`src/rtl/nand_prog_sequencer.sv`:
```
// SPI-NAND page-program sequencer driving mem_command: WRITE_ENABLE, PROG_LOAD1, PROG_EXEC,
// then GET_FEATURE polling until OIP clears. o_Command carries the SPI-NAND opcode byte.
module nand_prog_sequencer #(
   parameter int         MAX_POLLS   = 4096,
   parameter int         POLL_GAP    = 16,
   parameter logic [7:0] STATUS_ADDR = 8'hC0
) (
   input  logic        i_Clk,
   input  logic        i_Rst_L,
   input  logic        i_Start,
   input  logic [12:0] i_Col_Addr,
   input  logic [23:0] i_Row_Addr,
   output logic        o_Busy,
   output logic        o_Done,
   output logic        o_Prog_Fail,
   output logic        o_Timeout,
   output logic [7:0]  o_Last_Status,
   output logic [7:0]  o_Command,
   output logic        o_CM_DV,
   output logic [23:0] o_Addr_Data,
   input  logic        i_CM_Ready,
   input  logic [7:0]  i_RX_Feature_Byte,
   input  logic        i_RX_Feature_DV
);
   localparam logic [7:0] CMD_WRITE_ENABLE = 8'h06;
   localparam logic [7:0] CMD_PROG_LOAD1   = 8'h02;
   localparam logic [7:0] CMD_PROG_EXEC    = 8'h10;
   localparam logic [7:0] CMD_GET_FEATURE  = 8'h0F;

   localparam int             PCW      = $clog2(MAX_POLLS + 1);
   localparam int             GCW      = (POLL_GAP > 1) ? $clog2(POLL_GAP) : 1;
   localparam logic [PCW-1:0] POLL_MAX = PCW'(MAX_POLLS);
   localparam logic [GCW-1:0] GAP_LAST = (POLL_GAP > 1) ? GCW'(POLL_GAP - 1) : '0;

   typedef enum logic [2:0] {
      S_IDLE, S_WREN, S_LOAD, S_EXEC, S_GAP, S_POLL, S_EVAL, S_DONE
   } state_t;

   typedef enum logic [1:0] {
      ST_ISSUE, ST_ACK, ST_CMPL
   } step_t;

   state_t         state, state_n;
   step_t          step, step_n;
   logic [GCW-1:0] gap_cnt, gap_n;
   logic [PCW-1:0] poll_cnt, poll_n;
   logic           captured, cap_n;
   logic [12:0]    col_q, col_n;
   logic [23:0]    row_q, row_n;
   logic           busy_n, done_n, fail_n, tmo_n, dv_n;
   logic [7:0]     stat_n, cmd_n;
   logic [23:0]    addr_n;

   // Poll count holds at MAX_POLLS instead of wrapping.
   function automatic logic [PCW-1:0] sat_inc(input logic [PCW-1:0] v);
      return (v == POLL_MAX) ? v : v + PCW'(1);
   endfunction

   function automatic logic [7:0] cmd_of(input state_t s);
      case (s)
         S_LOAD:  return CMD_PROG_LOAD1;
         S_EXEC:  return CMD_PROG_EXEC;
         S_POLL:  return CMD_GET_FEATURE;
         default: return CMD_WRITE_ENABLE;
      endcase
   endfunction

   function automatic logic [23:0] addr_of(input state_t s, input logic [12:0] col,
                                           input logic [23:0] row);
      case (s)
         S_LOAD:  return {11'd0, col};
         S_EXEC:  return row;
         S_POLL:  return {8'd0, STATUS_ADDR, 8'd0};
         default: return 24'd0;
      endcase
   endfunction

   function automatic state_t after_cmd(input state_t s);
      case (s)
         S_WREN:  return S_LOAD;
         S_LOAD:  return S_EXEC;
         S_EXEC:  return S_GAP;
         default: return S_EVAL;
      endcase
   endfunction

   always_comb begin
      state_n = state;
      step_n  = step;
      gap_n   = gap_cnt;
      poll_n  = poll_cnt;
      cap_n   = captured;
      col_n   = col_q;
      row_n   = row_q;
      busy_n  = o_Busy;
      done_n  = 1'b0;
      fail_n  = o_Prog_Fail;
      tmo_n   = o_Timeout;
      stat_n  = o_Last_Status;
      cmd_n   = o_Command;
      addr_n  = o_Addr_Data;
      dv_n    = 1'b0;

      case (state)
         S_IDLE: begin
            if (i_Start) begin
               col_n   = i_Col_Addr;
               row_n   = i_Row_Addr;
               fail_n  = 1'b0;
               tmo_n   = 1'b0;
               poll_n  = '0;
               stat_n  = 8'h00;
               cap_n   = 1'b0;
               busy_n  = 1'b1;
               step_n  = ST_ISSUE;
               state_n = S_WREN;
            end
         end

         S_WREN, S_LOAD, S_EXEC, S_POLL: begin
            case (step)
               ST_ISSUE: begin
                  if (i_CM_Ready) begin
                     dv_n   = 1'b1;
                     cmd_n  = cmd_of(state);
                     addr_n = addr_of(state, col_q, row_q);
                     step_n = ST_ACK;
                     if (state == S_POLL) begin
                        poll_n = sat_inc(poll_cnt);
                        cap_n  = 1'b0;
                     end
                  end
               end
               ST_ACK: begin
                  if (!i_CM_Ready) step_n = ST_CMPL;
               end
               default: begin
                  if (i_CM_Ready) begin
                     step_n  = ST_ISSUE;
                     gap_n   = '0;
                     state_n = after_cmd(state);
                  end
               end
            endcase
            // The feature byte may land together with the ready rise; it is still taken here.
            if (state == S_POLL && step != ST_ISSUE && i_RX_Feature_DV) begin
               stat_n = i_RX_Feature_Byte;
               cap_n  = 1'b1;
            end
         end

         S_GAP: begin
            if (gap_cnt >= GAP_LAST) begin
               step_n  = ST_ISSUE;
               state_n = S_POLL;
            end else begin
               gap_n = gap_cnt + GCW'(1);
            end
         end

         S_EVAL: begin
            if (captured && !o_Last_Status[0]) begin
               fail_n  = o_Last_Status[3];
               done_n  = 1'b1;
               busy_n  = 1'b0;
               state_n = S_DONE;
            end else if (poll_cnt < POLL_MAX) begin
               gap_n   = '0;
               state_n = S_GAP;
            end else begin
               tmo_n   = 1'b1;
               done_n  = 1'b1;
               busy_n  = 1'b0;
               state_n = S_DONE;
            end
         end

         S_DONE: state_n = S_IDLE;

         default: state_n = S_IDLE;
      endcase
   end

   always_ff @(posedge i_Clk or negedge i_Rst_L) begin
      if (!i_Rst_L) begin
         state         <= S_IDLE;
         step          <= ST_ISSUE;
         gap_cnt       <= '0;
         poll_cnt      <= '0;
         captured      <= 1'b0;
         col_q         <= '0;
         row_q         <= '0;
         o_Busy        <= 1'b0;
         o_Done        <= 1'b0;
         o_Prog_Fail   <= 1'b0;
         o_Timeout     <= 1'b0;
         o_Last_Status <= 8'h00;
         o_Command     <= CMD_WRITE_ENABLE;
         o_Addr_Data   <= 24'd0;
         o_CM_DV       <= 1'b0;
      end else begin
         state         <= state_n;
         step          <= step_n;
         gap_cnt       <= gap_n;
         poll_cnt      <= poll_n;
         captured      <= cap_n;
         col_q         <= col_n;
         row_q         <= row_n;
         o_Busy        <= busy_n;
         o_Done        <= done_n;
         o_Prog_Fail   <= fail_n;
         o_Timeout     <= tmo_n;
         o_Last_Status <= stat_n;
         o_Command     <= cmd_n;
         o_Addr_Data   <= addr_n;
         o_CM_DV       <= dv_n;
      end
   end

endmodule

```
`config.mk`:
```
export PLATFORM = sky130hd
export DESIGN_NAME = nand_prog_sequencer
export DESIGN_NICKNAME = d
export VERILOG_FILES = /design/src/rtl/nand_prog_sequencer.sv
export SDC_FILE = /design/constraint.sdc
export NUM_CORES = 1
export LEC_CHECK = 0
export ABC_AREA = 1
export CAP_MARGIN = 20
export CORE_AREA = 2 2 105 107
export DETAILED_ROUTE_END_ITERATION = 7
export DIE_AREA = 0 0 107 109
export GPL_TIMING_DRIVEN = 0
export PLACE_DENSITY = 0.74
export SKIP_LAST_GASP = 1
export SYNTH_ARGS = -nofsm -noshare
export SYNTH_HDL_FRONTEND = slang
export SYNTH_SLANG_ARGS = --single-unit
```
`constraint.sdc`:
```
create_clock -name i_Clk -period 3.1 [get_ports i_Clk]
set_clock_uncertainty 0.1 [all_clocks]
set_input_delay 0.93 -clock i_Clk [delete_from_list [all_inputs] [get_ports i_Clk]]
set_output_delay 0.93 -clock i_Clk [all_outputs]
set_load 0.005 [all_outputs]
```
==> key figures <==
Drt
  – DR vias: 4036
  – DR pass1 iterations: 5
  – Vias/cell: 4.89
  – Wire per inst: 13.3 microns
  – 1st-iter DRT viols: 218
  – DRT Wirelength: 11.0 mm
  – Post-route ant nets: 0
  – DRC viols: 0

Die
  – Placeable core region: 0.0106 sq mm
  – Die Y: 109 microns
  – FP Rows: 38
  – Initial Util: 43.5%
  – Num ports: 95
  – Chip width: 107 microns
  – Die area: 0.0117 sq mm

Layout
  – # fillers: 959
  – Ant diodes: 0
  – Post-Layout Cell Count: 825
  – Share of layout cells above drive strength 1: 7.45%
  – Area growth syn-to-layout: 28.6%
  – Fin area: 0.00593 sq mm
  – Final #Nets: 733

Place
  – Port Buffers: 91
  – Detailed Place HPWL: 7.96 mm
  – Dpl cell area: 0.00573 sq mm
  – Routability Congestion: 0.918
  – Placed insts: 809

Synth
  – Most frequent cells after synthesis: nand2_1 (239), dfrtp_1 (99), nor2_1 (53)
  – Dominant synthesized flop cell: dfrtp_1
  – Sequential fraction of the synthesis area: 54.9%
  – Yosys top cell area share: 53.7%
  – Ranking of synthesized cells by area: dfrtp_1 (54%), nand2_1 (19%), nor2_1 (4.3%)
  – Area leader, netlist: dfrtp_1
  – Synth warn: 0
  – EDFF count, synth: 0
  – Post-Syn Area: 0.00461 sq mm
  – FF+latch count, synth: 101
  – Mapped Cells: 575
  – Count of different cell masters after synthesis: 28
  – Mean Syn Cell Area: 8.02 sq um
  – Count leader, synth: nand2_1
  – Ys async rst share: 100%

Clock network
  – TritonCTS clock tree: done
  – Clock Tree Root: clkbuf_8
  – Total CTS buffers: 9
  – H-Tree Depth: 3
  – Clock transition at path regs: 0.10 ns
  – Clock sinks: 101
  – CTS max path bufs: 2
  – Hold_buf cts: 0
  – Resized Gates After CTS: 0
  – Postcts setup bufs: 0
  – Clock Latency Late Sink: 0.37 ns

Timing
  – Worst Tran Pin Value: 0.574 ns
  – TNS Setup: 0 ns
  – Setup repair after global routing missed its margin: no
  – Final slew viol count: 0
  – Crit path time final: 2.45 ns
  – Fin crit share: 79.1%
  – FMAX: 408 MHz
  – Fin. Hold Viols: 0
  – Final setup vio count: 0
  – Max transition margin: 61.8%

Worst setup path
  – Critical Path End Type: primary output
  – Max Fanout on Critical Path: 2
  – Buf/Inv on CP: 1
  – Cell Chain, Critical Path: clkdlybuf4s50_1
  – Startpoint types: flop
  – WS Path Type: reg2out
  – Critical path arrival: 1.42 ns
  – CP required: 2.07 ns
  – CP peak stage delay: 0.57 ns
  – Top delay family on crit path: flip-flops
  – CP max-delay cell: dfstp_2

Min path
  – Hold Path Class: in2async

Power and ir drop
  – Share of power burned in registers: 41.8%
  – Pwr/cell area: 873 mW/mm^2
  – Combinational power share: 41.7%
  – VDD IR-drop max: 0.000532 V
  – Total power: 5.17 mW
  – P_int: 3.15 mW
  – Switching share of power: 39.1%
  – Clock power share: 16.6%
  – NetSw: 2.02 mW
  – Lkg Pwr: 2.88 nW

GRT
  – First-pass GRT wire length: 18.1 mm
  – Vias in the first global route: 3908
  – Remaining Overflow, GRT: 0
  – GRT Util Overall: 19.5%
  – Initial antenna violation count: 0
  – Largest net degree at the start of global routing: 76

Job
  – Max-cap violations: 0

Outcome
  – Status: completed
## cell families after synthesis
family | Yosys count | synth area share, %
simple gates | 336 | 29.3
fa+ha+maj | 3 | 0.814
xor+xnor | 6 | 1.14
buf+inv | 64 | 6.05
other cells | 1 | 0.0813
flops | 101 | 54.9
compound gates | 64 | 7.76
## per-layer routing
metal | part of all wire [%] | track usage, % | wire, microns
met5 | 0 | 0 | 0
met4 | 1.4 | 5.84 | 158
met3 | 5.9 | 3.59 | 648
met2 | 48 | 32.4 | 5300
met1 | 44 | 26.2 | 4890
## flip-flops by register name (all words and copies together), names as in the netlist, 2 cells and up
register / cells
col_q: 13
o_Addr_Data: 24
row_q: 24
gap_cnt: 4
poll_cnt: 13
step: 2
o_Last_Status: 8
state: 3
o_Command: 4
## metrics by stage
stage	hold slack (ns)	util (%)	setup slack [ns]
final	0.371	55.9	0.647
after global routing	0.389	55.9	0.491
after CTS	0.380	55.9	0.645
after detailed placement	0.363	54.0	0.329
after global placement	0.357	53.8	-2.65
after floorplan	0.342	-	1.20
## final timing paths
path,startpoint,end,slack (ns),cells after the start
max,o_Command[1]$_DFFE_PN1P_,o_Command[1],0.65,1
max reg2reg,state[0]$_DFFE_PN0P_,row_q[13]$_DFFE_PN0P_,1.28,5
min reg2reg,o_Busy$_DFFE_PN0P_,o_Busy$_DFFE_PN0P_,0.38,2
min in group i_Clk,o_Busy$_DFFE_PN0P_,o_Busy$_DFFE_PN0P_,0.38,2
max in group asynchronous,i_Rst_L,o_Command[1]$_DFFE_PN1P_,1.83,2
min,i_Rst_L,poll_cnt[7]$_DFFE_PN0P_,0.37,1
## final cells by class
class | count | area, sq um | area share, %
tap | 140 | 175 | 2.95
multi-input combinational | 412 | 1810 | 30.5
timing repair buffer | 92 | 936 | 15.8
clock buffer | 10 | 128 | 2.15
inverter | 40 | 151 | 2.55
sequential | 101 | 2530 | 42.7
buffer | 24 | 128 | 2.15
clock inverter | 6 | 71.3 | 1.20
## power by group through the flow
stage / clock network, mW / logic (mW) / registers, mW
final: 0.857 / 2.16 / 2.16
after global routing: 0.913 / 2.44 / 2.22
after CTS: 0.864 / 2.17 / 2.16
after detailed placement: 0 / 2.15 / 2.18
after global placement: 0 / 2.08 / 2.16
after floorplan: 0 / 1.24 / 2.12
## cell usage in the layout (no fill, tap or decap), drive strengths merged
| cell type | count |
|---|---|
| o21ai | 47 |
| ha | 3 |
| conb | 3 |
| clkdlybuf4s50 | 90 |
| clkinv | 3 |
| buf | 18 |
| a31oi | 1 |
| clkbuf | 18 |
| nor2 | 56 |
| nand2 | 244 |
| dfrtp | 99 |
| a22o | 1 |
| nand3 | 30 |
| a22oi | 11 |
| xor2 | 5 |
| or2 | 1 |
| clkinvlp | 1 |
| xnor2 | 1 |
| bufinv | 1 |
| a21oi | 2 |
| dfstp | 2 |
| o211ai | 2 |
| nand4 | 4 |
| inv | 41 |
| nor3b | 1 |
Power figures use the tool's default switching activity.
